## config.mk

```make
export PLATFORM = sky130hd
export DESIGN_NAME = uart_tx_sched
export DESIGN_NICKNAME = d
export VERILOG_FILES = /design/src/rtl/uart_sched_pkg.sv /design/src/rtl/tx_byte_buf.sv /design/src/rtl/uart_tx_sched.sv
export SDC_FILE = /design/constraint.sdc
export NUM_CORES = 1
export LEC_CHECK = 0
export ABC_CLOCK_PERIOD_IN_PS = 2200
export BUFFER_PORTS_ARGS = -buffer_cell sky130_fd_sc_hd__buf_2
export CAP_MARGIN = 30
export CORE_MARGIN = 1
export CORE_UTILIZATION = 49
export DETAILED_ROUTE_END_ITERATION = 8
export PLACE_DENSITY = 0.74
export SLEW_MARGIN = 20
export SYNTH_ARGS = -nofsm -noshare
export SYNTH_HDL_FRONTEND = slang
export SYNTH_HIERARCHICAL = 1
export SYNTH_SLANG_ARGS = --single-unit
```

## constraint.sdc

```tcl
create_clock -name clk -period 2.2 [get_ports clk]
set_input_delay 0 -clock clk [delete_from_list [all_inputs] [get_ports clk]]
set_output_delay 0 -clock clk [all_outputs]
set_load 0.02 [all_outputs]
```

## src/rtl/uart_sched_pkg.sv

```systemverilog
`default_nettype none
// +------------------------------------------------------------------+
// | Module : uart_sched_pkg                                          |
// | Brief  : Shared types and constants for the UART TX scheduler.   |
// | Rev    : 1.0  initial release                                    |
// +------------------------------------------------------------------+
package uart_sched_pkg;

  // Upper bound on the telemetry packet payload length
  localparam int MAX_TLM_BYTES = 8;

  // Scheduler FSM states
  typedef enum logic [1:0] {
    IDLE  = 2'd0,
    GUARD = 2'd1,
    WAIT  = 2'd2
  } state_t;

  // Requester identity, remembered for round-robin arbitration
  typedef enum logic {
    SRC_ACK = 1'b0,
    SRC_TLM = 1'b1
  } src_t;

  // Total telemetry packet length including the optional header
  function automatic int tlm_pkt_bytes(input int tlm_bytes, input bit hdr_en);
    return tlm_bytes + (hdr_en ? 1 : 0);
  endfunction

endpackage
`default_nettype wire

```

## src/rtl/tx_byte_buf.sv

```systemverilog
`default_nettype none
// +------------------------------------------------------------------+
// | Module : tx_byte_buf                                             |
// | Brief  : Latched packet store for the UART TX scheduler. Holds   |
// |          the ack byte or the (optionally headed) telemetry       |
// |          payload, its length, and serves bytes by index.         |
// |          Build option: TX_HDR_EN prepends HDR_BYTE to telemetry. |
// | Rev    : 1.0  initial release                                    |
// +------------------------------------------------------------------+
module tx_byte_buf
  import uart_sched_pkg::*;
#(
  parameter int          TLM_BYTES = 3,
  parameter logic [7:0]  HDR_BYTE  = 8'hA5,
  parameter int          IDX_W     = $clog2(TLM_BYTES + 2)
) (
  input  logic                   clk,
  input  logic                   rst_n,
  input  logic                   load,
  input  logic                   load_tlm,
  input  logic [7:0]             ack_byte,
  input  logic [8*TLM_BYTES-1:0] tlm_data,
  input  logic [IDX_W-1:0]       rd_idx,
  output logic [7:0]             first_byte,
  output logic [7:0]             rd_byte,
  output logic [IDX_W-1:0]       pkt_len
);

`ifdef TX_HDR_EN
  localparam bit HDR_EN = 1'b1;
`else
  localparam bit HDR_EN = 1'b0;
  // Header byte has no consumer without the header option
  logic [7:0] unused_hdr;
  assign unused_hdr = HDR_BYTE;
`endif

  localparam int PKT_BYTES = tlm_pkt_bytes(TLM_BYTES, HDR_EN);

  // Byte 0 of the packet lives in the most significant byte lane
  logic [8*PKT_BYTES-1:0] pkt_q;
  logic [7:0]             tlm_first;

`ifdef TX_HDR_EN
  assign tlm_first = HDR_BYTE;
`else
  assign tlm_first = tlm_data[8*TLM_BYTES-1 -: 8];
`endif

  // First byte of the packet being loaded, so the grant edge can also launch it
  assign first_byte = load_tlm ? tlm_first : ack_byte;

  // Capture the granted payload and its length on the grant edge
  always_ff @(posedge clk or negedge rst_n) begin
    if (!rst_n) begin
      pkt_q   <= '0;
      pkt_len <= '0;
    end else if (load) begin
      if (load_tlm) begin
`ifdef TX_HDR_EN
        pkt_q <= {HDR_BYTE, tlm_data};
`else
        pkt_q <= tlm_data;
`endif
        pkt_len <= IDX_W'(PKT_BYTES);
      end else begin
        pkt_q[8*PKT_BYTES-1 -: 8] <= ack_byte;
        pkt_len                   <= IDX_W'(1);
      end
    end
  end

  // Byte selection by packet index; out-of-range indices read as zero
  always_comb begin
    rd_byte = 8'h00;
    for (int i = 0; i < PKT_BYTES; i++) begin
      if (rd_idx == IDX_W'(i)) rd_byte = pkt_q[8*(PKT_BYTES-i)-1 -: 8];
    end
  end

endmodule
`default_nettype wire

```

## src/rtl/uart_tx_sched.sv

```systemverilog
`default_nettype none
// +------------------------------------------------------------------+
// | Module : uart_tx_sched                                           |
// | Brief  : Transmit scheduler for the shared UART. Round-robin     |
// |          arbitration between ack and telemetry requesters, then  |
// |          byte-by-byte sequencing on trmt/tx_data paced by        |
// |          tx_done. Build option: TX_HDR_EN (telemetry header).    |
// | Rev    : 1.0  initial release                                    |
// +------------------------------------------------------------------+
module uart_tx_sched
  import uart_sched_pkg::*;
#(
  parameter int         TLM_BYTES = 3,
  parameter logic [7:0] HDR_BYTE  = 8'hA5
) (
  input  logic                   clk,
  input  logic                   rst_n,
  input  logic                   ack_req,
  input  logic [7:0]             ack_byte,
  output logic                   ack_gnt,
  input  logic                   tlm_req,
  input  logic [8*TLM_BYTES-1:0] tlm_data,
  output logic                   tlm_gnt,
  input  logic                   tx_done,
  output logic                   trmt,
  output logic [7:0]             tx_data,
  output logic                   busy
);

  localparam int IDX_W = $clog2(TLM_BYTES + 2);

  state_t           state;
  src_t             last_src;
  logic [IDX_W-1:0] idx;
  logic [IDX_W-1:0] idx_nxt;
  logic [IDX_W-1:0] pkt_len;
  logic [7:0]       first_byte;
  logic [7:0]       rd_byte;
  logic             grant_ack;
  logic             grant_tlm;
  logic             load;
  logic             more_bytes;

  // Round-robin arbitration: ack wins a tie unless it won the previous grant
  always_comb begin
    grant_ack  = ack_req && (!tlm_req || (last_src == SRC_TLM));
    grant_tlm  = tlm_req && !grant_ack;
    load       = (state == IDLE) && (ack_req || tlm_req);
    idx_nxt    = idx + IDX_W'(1);
    more_bytes = idx_nxt < pkt_len;
  end

  tx_byte_buf #(
    .TLM_BYTES (TLM_BYTES),
    .HDR_BYTE  (HDR_BYTE),
    .IDX_W     (IDX_W)
  ) u_buf (
    .clk        (clk),
    .rst_n      (rst_n),
    .load       (load),
    .load_tlm   (grant_tlm),
    .ack_byte   (ack_byte),
    .tlm_data   (tlm_data),
    .rd_idx     (idx_nxt),
    .first_byte (first_byte),
    .rd_byte    (rd_byte),
    .pkt_len    (pkt_len)
  );

  // Scheduler FSM: grant in IDLE, skip the stale tx_done in GUARD, pace in WAIT
  always_ff @(posedge clk or negedge rst_n) begin
    if (!rst_n) begin
      state    <= IDLE;
      idx      <= '0;
      last_src <= SRC_TLM;
      trmt     <= 1'b0;
      tx_data  <= 8'h00;
      ack_gnt  <= 1'b0;
      tlm_gnt  <= 1'b0;
      busy     <= 1'b0;
    end else begin
      trmt    <= 1'b0;
      ack_gnt <= 1'b0;
      tlm_gnt <= 1'b0;
      case (state)
        IDLE: begin
          if (load) begin
            state    <= GUARD;
            idx      <= '0;
            trmt     <= 1'b1;
            tx_data  <= first_byte;
            busy     <= 1'b1;
            ack_gnt  <= grant_ack;
            tlm_gnt  <= grant_tlm;
            last_src <= grant_ack ? SRC_ACK : SRC_TLM;
          end
        end
        GUARD: begin
          // The UART has not yet cleared tx_done for the byte just launched
          state <= WAIT;
        end
        WAIT: begin
          if (tx_done) begin
            if (more_bytes) begin
              idx     <= idx_nxt;
              trmt    <= 1'b1;
              tx_data <= rd_byte;
              state   <= GUARD;
            end else begin
              state <= IDLE;
              busy  <= 1'b0;
            end
          end
        end
        default: begin
          state <= IDLE;
          busy  <= 1'b0;
        end
      endcase
    end
  end

endmodule
`default_nettype wire
```

==> results of run 1 <==
-- metrics by stage --
| step | utilization [%] | worst slack [ps] | hold slack [ps] |
|---|---|---|---|
| after floorplan | - | 159 | -296 |
| after global placement | 57.5 | 129 | 209 |
| after detailed placement | 57.5 | 21.6 | 214 |
| after CTS | 64.0 | 2.66 | 16.7 |
| after global routing | 65.1 | 10.6 | 52.0 |
| final | 65.1 | 94.5 | 30.1 |
-- timing repair --
| item | 4_1_cts | 5_1_grt |
|---|---|---|
| hold endpoints to repair | 60 | 0 |
| hold buffers | 19 | 0 |
| endpoints found under the setup margin | 0 | 11 |
| gates resized for setup | 0 | 4 |
-- worst max-delay path: stages (launching register included) --
cell and delay, ps:
dfrtp_1 400, ha_2 220, xor2_2 170, ha_1 270, a21oi_2 170, o21ai_2 80
buf_4 150, or4b_1 500, nand3_1 80
-- kinds of logic (layout without fill, tap and decap cells) --
kind of cell / after synthesis / in the layout / synth area share [%]
adder cells (fa/ha/maj): 3 / 3 / 1.65
other: 1 / 1 / 0.165
AO/OA/AOI/OAI: 28 / 28 / 10.7
AND/OR/NAND/NOR: 27 / 27 / 7.53
XOR/XNOR: 1 / 1 / 0.385
flip-flops: 44 / 44 / 48.4
buffers and inverters: 27 / 100 / 6.81
multiplexers: 42 / 42 / 24.3
-- layout make-up --
cell class | count | area share, %
clock buffers | 7 | 3.01
clock inverters | 1 | 0.261
inverters | 17 | 2.22
multi-input cells | 102 | 36.2
flip-flops and latches | 44 | 38.4
well taps | 52 | 2.27
repair buffers | 75 | 17.6
-- flip-flops by register name (all words and copies together) (netlist names), 2 cells and up --
name	count
tx_data	8
u_buf/pkt_len	2
u_buf/pkt_q	24
state	2
idx	3
-- synth_stat cells --
| master | n | area share, % |
|---|---|---|
| ha_1 | 3 | 1.6 |
| buf_12 | 1 | 0.88 |
| mux2i_1 | 10 | 4.4 |
| nand3_1 | 2 | 0.44 |
| nand2b_1 | 9 | 2.5 |
| nor4b_1 | 1 | 0.38 |
| and2_1 | 2 | 0.55 |
| o21ai_2 | 3 | 1.2 |
| a31oi_1 | 1 | 0.27 |
| nor2_1 | 3 | 0.49 |
| a21boi_0 | 1 | 0.33 |
| conb_1 | 1 | 0.16 |
| o21ai_0 | 2 | 0.44 |
| dfstp_2 | 1 | 1.2 |
| a211o_1 | 1 | 0.38 |
| a21oi_1 | 2 | 0.44 |
| buf_2 | 3 | 0.66 |
| nor3_1 | 1 | 0.22 |
| nand2_8 | 1 | 0.88 |
| buf_6 | 3 | 1.5 |
| o211ai_1 | 1 | 0.33 |
| mux2_2 | 7 | 3.5 |
| nand3b_1 | 1 | 0.33 |
| buf_4 | 3 | 0.99 |
| or2_2 | 2 | 0.55 |
| dfrtp_1 | 43 | 47 |
| or4b_1 | 1 | 0.44 |
| a21o_1 | 1 | 0.33 |
| xor2_1 | 1 | 0.38 |
| or2_1 | 1 | 0.27 |
| o221a_1 | 8 | 4.0 |
| mux2_4 | 25 | 16 |
| o32ai_1 | 8 | 3.1 |
| inv_2 | 1 | 0.16 |
| inv_1 | 16 | 2.6 |
| nand2_1 | 3 | 0.49 |
-- placed cells by master (no fill, tap or decap), types with 2 or more instances in the layout --
cell type | netlist | final
mux2i_1 | 10 | 10
nand2_1 | 3 | 3
ha_1 | 3 | 2
o221a_1 | 8 | 8
clkbuf_8 | 0 | 6
o21ai_2 | 3 | 3
mux2_4 | 25 | 25
buf_2 | 3 | 48
o32ai_1 | 8 | 8
or2_2 | 2 | 2
and2_1 | 2 | 2
nand2b_1 | 9 | 9
o21ai_0 | 2 | 2
mux2_2 | 7 | 7
dfrtp_1 | 43 | 43
nor2_1 | 3 | 3
dlygate4sd3_1 | 0 | 19
inv_1 | 16 | 16
nand3_1 | 2 | 2
buf_4 | 3 | 6
-- per-layer routing --
metal / vias to the layer above / share of wire [%]
met5: - / 0
met4: 0 / 1.6
met3: 9 / 3.3
met2: 40 / 50
met1: 779 / 46
li1: 757 / -
-- worst paths after layout --
| check | endpoint | slack [ps] | cells after the start | start |
|---|---|---|---|---|
| max in group asynchronous | u_buf/pkt_q[3]$_DFFE_PN0P_ | 1610 | 3 | rst_n |
| hold / removal | busy$_DFFE_PN0P_ | 30 | 3 | tx_done |
| min in group asynchronous | trmt$_DFF_PN0_ | 120 | 2 | rst_n |
| setup reg to reg | idx[2]$_DFFE_PN0P_ | 90 | 8 | idx[0]$_DFFE_PN0P_ |
| setup / recovery | idx[2]$_DFFE_PN0P_ | 90 | 8 | idx[0]$_DFFE_PN0P_ |
| hold reg to reg | u_buf/pkt_len[0]$_DFFE_PN0P_ | 470 | 1 | u_buf/pkt_len[0]$_DFFE_PN0P_ |
-- power by group --
part           switching [mW]  internal (mW)
registers               0.243           1.20
clock network           0.283          0.255
logic                   0.959          0.999
total                    1.49           2.46
==> run_results.csv, run 1 <==
group,metric,value,unit
floorplanning,die-area,4920,µm²
yosys,synth-seq-cells,44,
floorplanning,die_h,70.2,µm
power,finalPower,3.94,mW
outcome,status,"finished, final reports clean",
sta,fin_tns_setup,0,ps
yosys,syn-cell-area,2280,µm²
final_layout,final_area,2870,µm²
floorplanning,initial_core_util,51.6,%
run,max_cap_violations,0,
power,p_per_area,1370,nW/µm²
route,routedWlPerCell,16.6,µm
power,irDropWorstVdd,0.623,mV
place,place_area,2540,µm²
route,initialDrtViolationCount,146,
route,vias,1585,
place,hpwl,3.18,mm
cts,cts_tree,"yes",
route,wl,4.95,mm
sta,timing.slew.headroom,63.0,%
cts,cts_num_sinks,44,
global_route,top_usage_layer,"met2",
place,port_buffers,48,
yosys,syn_nets,213,
yosys,yosys_warnings,6,
final_layout,n_antenna_cell,0,
global_route,grt_max_degree,45,
sta,finalHoldViolCount,0,
cts,cts_root_buf,"clkbuf_8",
global_route,use_met2,35.6,%
route,drtPass1Iterations,4,
floorplanning,coreArea,4410,µm²
sta,period_needed,2110,ps
setup_path,critPathArrivalTime,2350,ps
floorplanning,fp.dieW,70.2,µm
global_route,globalRouteMet1Util,27.4,%
yosys,ys_types,36,
cts,postCtsSetupRepairBufs,0,
cts,cts.htree.levels,2,
route,ant_nets,0,
final_layout,areaGrowthSynthToFinish,26.1,%
global_route,grt_use_met3,4.33,%
setup_path,critical_path_class,"flop to flop",
final_layout,regArea,1100,µm²
floorplanning,row_count,24,
sta,rsz0062_at_grt,"no",
power,p_leak,1.43,nW
sta,final.period_utilization,95.7,%
hold_path,hp-class,"input pin to flop",
sta,drv_slew,0,
cts,numCtsBuffers,5,
yosys,seq_area_frac_synth,48.4,%
final_layout,drive_above_1_share,43.9,%
global_route,first_global_vias,1677,
place,place.gp.congestion,0.822,
place,placed_cells,269,
setup_path,startpoint_type,"flop",
sta,clock-skew-final,4.81,ps
final_layout,final_cells,298,
yosys,avgSynthCellArea,13.2,µm²
final_layout,final.fill_count,329,
yosys,synthCells,173,
global_route,grt-ovfl-total,0,
cts,clk_path_buf_depth,2,
final_layout,multi_input_area,1040,µm²
setup_path,cp_max_fo,5,
floorplanning,io_pins,49,
route,drcViolationCount,0,
final_layout,final_nets,285,
cts,clk_pin_slew,80,ps
cts,clock_latency,300,ps
global_route,grtUsageTotal,21.1,%
sta,final-setup-viol-count,0,
global_route,antenna_found_initial,0,
sta,clock.fmax,475,MHz
global_route,grt_pass1_wl,7.97,mm
setup_path,required,2440,ps
route,viasPerCell,5.32,
setup_path,end_kind,"flop",
sta,worstMarginPinSlew,551,ps
Power figures use the tool's default switching activity.
==> inputs of run 2 (changes only) <==
ABC_AREA = 1   (was default)
==> run_results.csv, run 2 <==
group,metric,value,unit
cts,cts_root_buf,"clkbuf_8",
place,port_buffers,48,
sta,drv_slew,0,
setup_path,critPathMaxStageDelay,420,ps
setup_path,startpoint_type,"flop",
yosys,yosysTopAreaCell,"dfrtp_1",
power,sw_frac_of_total,44.5,%
power,p_leak,1.57,nW
setup_path,critPathBufInv,1,
setup_path,path_common_cell,"nand2_1",
sta,final.period_utilization,91.5,%
route,vias,2117,
run,max_cap_violations,0,
yosys,synthCells,299,
global_route,antenna_found_initial,0,
yosys,synth.area.top_cells,"dfrtp_1 46%, nand2_1 18%, nand3_1 13%, inv_1 3.4%, nand4_1 2.2%",
final_layout,reg.largest.list,"u_buf/pkt_q x24, tx_data x8, idx x3",
cts,cts_num_sinks,44,
sta,clock-skew-final,7.88,ps
yosys,synthTopCellsByCount,"113 x nand2_1, 60 x nand3_1, 43 x dfrtp_1, 21 x inv_1",
place,place.gp.congestion,0.840,
yosys,async_flop_share,100,%
place,place_ws,196,ps
final_layout,final_cell_mix,"113 x nand2_1, 60 x nand3_1, 48 x buf_2",
route,wl,4.99,mm
power,p_clk_share,13.2,%
cts,postCtsSetupRepairBufs,0,
power,share_comb_of_total_power,49.2,%
yosys,ys_types,26,
power,p_per_area,1280,nW/µm²
setup_path,cp_slowest_cell,"dfrtp_1",
outcome,status,"finished, violations left",
final_layout,utilization,64.0,%
sta,final-setup-viol-count,0,
route,drcViolationCount,8,
setup_path,end_kind,"flop",
final_layout,n_antenna_cell,0,
yosys,yosys_warnings,6,
cts,numCtsBuffers,5,
route,viasPerCell,5.09,
final_layout,final.fill_count,404,
setup_path,critPathTopFamily,"simple AND/OR/NAND/NOR gates",
place,hpwl,3.56,mm
cts,clk_path_buf_depth,2,
sta,finalHoldViolCount,0,
setup_path,crit_chain,"ha_1 -> inv_1 -> nand2_1 -> nand2_1 -> ha_1 -> a21oi_1 -> nand2_1 -> nand2_1 -> nand2_2 -> nand2_1 -> nand2_1",
yosys,synth_top_area_share,46.4,%
yosys,synth_edf_count,0,
sta,clock.fmax,497,MHz
setup_path,critical_path_class,"flop to flop",
floorplanning,initial_core_util,52.2,%
yosys,synthFlopType,"dfrtp_1",
route,drtPass1Iterations,6,
setup_path,required,2390,ps
route,initialDrtViolationCount,171,
setup_path,cp_max_fo,13,
global_route,grtUsageTotal,22.0,%
yosys,syn_nets,339,
floorplanning,coreArea,4440,µm²
yosys,yosysMostFrequentCell,"nand2_1",
hold_path,hp-class,"input pin to flop",
yosys,syn-cell-area,2320,µm²
cts,cts_tree,"yes",
sta,period_needed,2010,ps
route,ant_nets,0,
power,switchingPower,1.62,mW
global_route,grt_max_degree,45,
power,p_seq_share,37.6,%
route,routedWlPerCell,12.0,µm
cts,cts.htree.levels,2,
global_route,grt-ovfl-total,0,
global_route,first_global_vias,1919,
cts,clk_pin_slew,80,ps
outcome,violations,"design-rule violations",
final_layout,top_register,"u_buf/pkt_q",
yosys,seq_area_frac_synth,47.5,%
sta,layout_setup_ws,188,ps
sta,whs,23.5,ps
global_route,grt_pass1_wl,8.65,mm
final_layout,areaGrowthSynthToFinish,22.8,%
floorplanning,io_pins,49,
floorplanning,die_h,70.8,µm
floorplanning,fp.dieW,70.8,µm
sta,fin_tns_setup,0,ps
floorplanning,die-area,5010,µm²
cts,clock_latency,300,ps
final_layout,layout_commonest_cell,"nand2_1",
power,irDropWorstVdd,0.506,mV
final_layout,drive_above_1_share,20.6,%
yosys,synth-seq-cells,44,
setup_path,critPathArrivalTime,2200,ps
sta,rsz0062_at_grt,"yes",
power,p_int,2.01,mW
yosys,avgSynthCellArea,7.75,µm²
final_layout,largest_register_ffs,24,
floorplanning,row_count,24,
final_layout,final_nets,403,
## run 2: cell types whose count changed after synthesis, moves of 7 or more
cell and change:
o221a_1 -8, nand2b_1 -9, nand2_1 +110, nand4_1 +8
mux2i_1 -10, o32ai_1 -8, mux2_4 -25, mux2_2 -7
nand3_1 +58
## run 2: layer usage
layer / GRT usage (%) / up-vias / share of wire, %
met5: 0 / - / 0
met4: 8.67 / 0 / 1.7
met3: 4.84 / 11 / 4.1
met2: 35.6 / 50 / 49
met1: 28.8 / 973 / 45
li1: - / 1083 / -
## run 2: what timing repair did
action,in CTS,in global routing
hold buffers,20,0
hold endpoints to repair,61,0
setup endpoints to repair,0,1
resized for setup,0,0
## run 2: kinds of logic after synthesis
logic type	count (synthesis)	share of synthesized area (%)
AO/OA/AOI/OAI	14	4.59
buffers and inverters	41	9.01
flip-flops	44	47.5
other	1	0.162
AND/OR/NAND/NOR	196	37.1
adder cells (fa/ha/maj)	3	1.62
## run 2: through the flow
step	cell area (µm²)	cells	total power [mW]
5_1_grt	2850	416	3.97
3_5_place_dp	2540	387	3.12
2_1_floorplan	2320	299	2.74
3_3_place_gp	2540	387	3.07
4_1_cts	2830	415	3.64
6_report	2850	416	3.63
## run 2: path summary, 6_finish.rpt
| check | from | end | slack (ps) | cells after the start |
|---|---|---|---|---|
| setup / recovery | idx[0]$_DFFE_PN0P_ | tx_data[2]$_DFFE_PN0P_ | 190 | 11 |
| hold / removal | ack_req | ack_gnt$_DFF_PN0_ | 20 | 3 |
| setup reg to reg | idx[0]$_DFFE_PN0P_ | tx_data[2]$_DFFE_PN0P_ | 190 | 11 |
| hold reg to reg | tx_data[6]$_DFFE_PN0P_ | tx_data[6]$_DFFE_PN0P_ | 470 | 2 |
| max in group asynchronous | rst_n | last_src$_DFFE_PN1P_ | 1490 | 3 |
| min in group asynchronous | rst_n | tlm_gnt$_DFF_PN0_ | 170 | 2 |
## run 2: power by group through the flow
| stage | Combinational (mW) | Clock, mW | Sequential [mW] |
|---|---|---|---|
| after global placement | 1.69 | 0 | 1.37 |
| after global routing | 2.04 | 0.519 | 1.41 |
| after detailed placement | 1.73 | 0 | 1.38 |
| after floorplan | 1.29 | 0 | 1.45 |
| after CTS | 1.78 | 0.492 | 1.37 |
| final | 1.79 | 0.478 | 1.37 |
## run 2: worst reg2reg max path, stage by stage, from the launching register on
cell     delay, ps
dfrtp_1        420
ha_1           230
inv_1           50
nand2_1         60
nand2_1        150
ha_1           270
a21oi_1        210
nand2_1         80
nand2_1        110
nand2_2        170
nand2_1        120
nand2_1         50
## run 2: cell type report
class                      count  area [µm²]  share of cell area [%]
sequential                    44        1100                    38.7
inverter                      24        90.1                    3.16
timing repair buffer          74         498                    17.5
clock inverter                 1        5.00                   0.176
multi-input combinational    214        1010                    35.5
tap                           52        65.1                    2.29
clock buffer                   7        76.3                    2.68
==> inputs of run 3 (changes only) <==
CORE_ASPECT_RATIO = 0.8   (was default)
==> run_results.csv, run 3 (synthesis results as in run 2) <==
group,metric,value,unit
global_route,grtUsageTotal,23.5,%
setup_path,ff2ff_path_depth,11,
final_layout,final_cell_mix,"112 x nand2_1, 60 x nand3_1, 48 x buf_2",
floorplanning,row_count,21,
hold_path,hp-class,"input pin to flop",
cts,postCtsSetupRepairBufs,0,
place,port_buffers,48,
cts,numCtsBuffers,5,
final_layout,reg.largest.list,"u_buf/pkt_q x24, tx_data x8, idx x3",
sta,clock-skew-final,3.39,ps
cts,cts.htree.levels,2,
cts,clock_latency,300,ps
floorplanning,io_pins,49,
place,hpwl,3.53,mm
global_route,antenna_found_initial,0,
final_layout,final_nets,402,
floorplanning,die-area,5010,µm²
place,place.gp.congestion,0.809,
sta,final-setup-viol-count,0,
global_route,first_global_vias,2086,
final_layout,final.fill_count,403,
outcome,status,"finished, final reports clean",
setup_path,required,2440,ps
sta,rsz0062_at_grt,"no",
setup_path,critical_path_class,"flop to flop",
route,drtPass1Iterations,4,
final_layout,top_register,"u_buf/pkt_q",
final_layout,utilization,65.6,%
global_route,grt-ovfl-total,0,
cts,cts_root_buf,"clkbuf_8",
sta,final.period_utilization,89.9,%
run,max_cap_violations,0,
global_route,grt_max_degree,45,
global_route,grt_pass1_wl,9.14,mm
cts,cts_tree,"yes",
route,vias,2122,
floorplanning,fp.dieW,78.9,µm
route,viasPerCell,5.05,
power,irDropWorstVdd,0.710,mV
floorplanning,initial_core_util,53.2,%
final_layout,drive_above_1_share,21.5,%
final_layout,n_antenna_cell,0,
route,initialDrtViolationCount,76,
setup_path,startpoint_type,"flop",
setup_path,cp_max_fo,11,
final_layout,areaGrowthSynthToFinish,23.4,%
power,p_per_area,1290,nW/µm²
cts,cts_num_sinks,44,
setup_path,end_kind,"flop",
cts,clk_path_buf_depth,2,
floorplanning,coreArea,4360,µm²
sta,period_needed,1980,ps
final_layout,layout_commonest_cell,"nand2_1",
sta,drv_slew,0,
route,ant_nets,0,
final_layout,largest_register_ffs,24,
floorplanning,die_h,63.5,µm
sta,finalHoldViolCount,0,
power,p_leak,1.57,nW
setup_path,critPathArrivalTime,2220,ps
cts,clk_pin_slew,80,ps
sta,fin_tns_setup,0,ps
route,wl,5.20,mm
sta,clock.fmax,506,MHz
hold_path,whs_path_depth,3,
route,drcViolationCount,0,
route,routedWlPerCell,12.4,µm
## run 3: cell types whose count changed in the layout (fill, tap and decap cells not counted)
cell,delta
clkbuf_1,-2
clkbuf_8,+1
clkinv_2,+1
dlygate4sd3_1,-1
nand2_1,-1
nand2_4,+1
## run 3: power breakdown
| group | internal, mW | switching, mW | leakage (nW) |
|---|---|---|---|
| Combinational | 0.618 | 1.17 | 0.974 |
| Clock | 0.251 | 0.278 | 0.0510 |
| Sequential | 1.17 | 0.202 | 0.549 |
| Total | 2.04 | 1.65 | 1.57 |
## run 3: critical path, stage by stage (launching register included)
cell,delay [ps]
dfrtp_1,430
ha_1,230
inv_1,70
nand2_1,70
nand2_2,120
ha_1,260
a21oi_1,190
nand2_1,80
nand2_1,120
buf_4,190
nand3_1,90
nand2_1,90
## run 3: final cells by class
class,instances,area (µm²),area share (%)
Clock buffer,6,82.6,2.89
Clock inverter,2,10.0,0.350
Inverter,24,90.1,3.15
Multi-Input combinational cell,214,1020,35.5
Sequential cell,44,1100,38.5
Tap cell,57,71.3,2.49
Timing Repair Buffer,73,488,17.1
## run 3: repair_timing
item / 4_1_cts / 5_1_grt
gates resized for setup: 0 / 2
hold endpoints to repair: 61 / 0
setup endpoints to repair: 0 / 10
hold buffers: 19 / 0
## run 3: routing by layer
layer | track usage [%] | routed length, µm
met1 | 29.7 | 2490
met2 | 40.7 | 2510
met3 | 4.35 | 140
met4 | 7.50 | 61
met5 | 0 | 0
## run 3: through the flow
stage | std cells | area [µm²] | worst slack [ps] | total power, mW | hold slack, ps
3_5_place_dp | 392 | 2550 | 225 | 3.13 | 210
6_report | 420 | 2860 | 222 | 3.69 | 4.32
5_1_grt | 420 | 2860 | 14.5 | 4.03 | 22.6
2_1_floorplan | 299 | 2320 | 371 | 2.74 | -296
4_1_cts | 419 | 2830 | 164 | 3.69 | 2.98
3_3_place_gp | 392 | 2550 | 315 | 3.08 | 206
## run 3: path summary, 6_finish.rpt
path                                    start                      to  slack [ps]
max                        idx[0]$_DFFE_PN0P_  tx_data[3]$_DFFE_PN0P_         220
min                                   ack_req        busy$_DFFE_PN0P_           4
max reg2reg                idx[0]$_DFFE_PN0P_  tx_data[3]$_DFFE_PN0P_         220
min reg2reg                  busy$_DFFE_PN0P_        busy$_DFFE_PN0P_         470
max in group asynchronous               rst_n    last_src$_DFFE_PN1P_        1570
min in group asynchronous               rst_n       ack_gnt$_DFF_PN0_         100
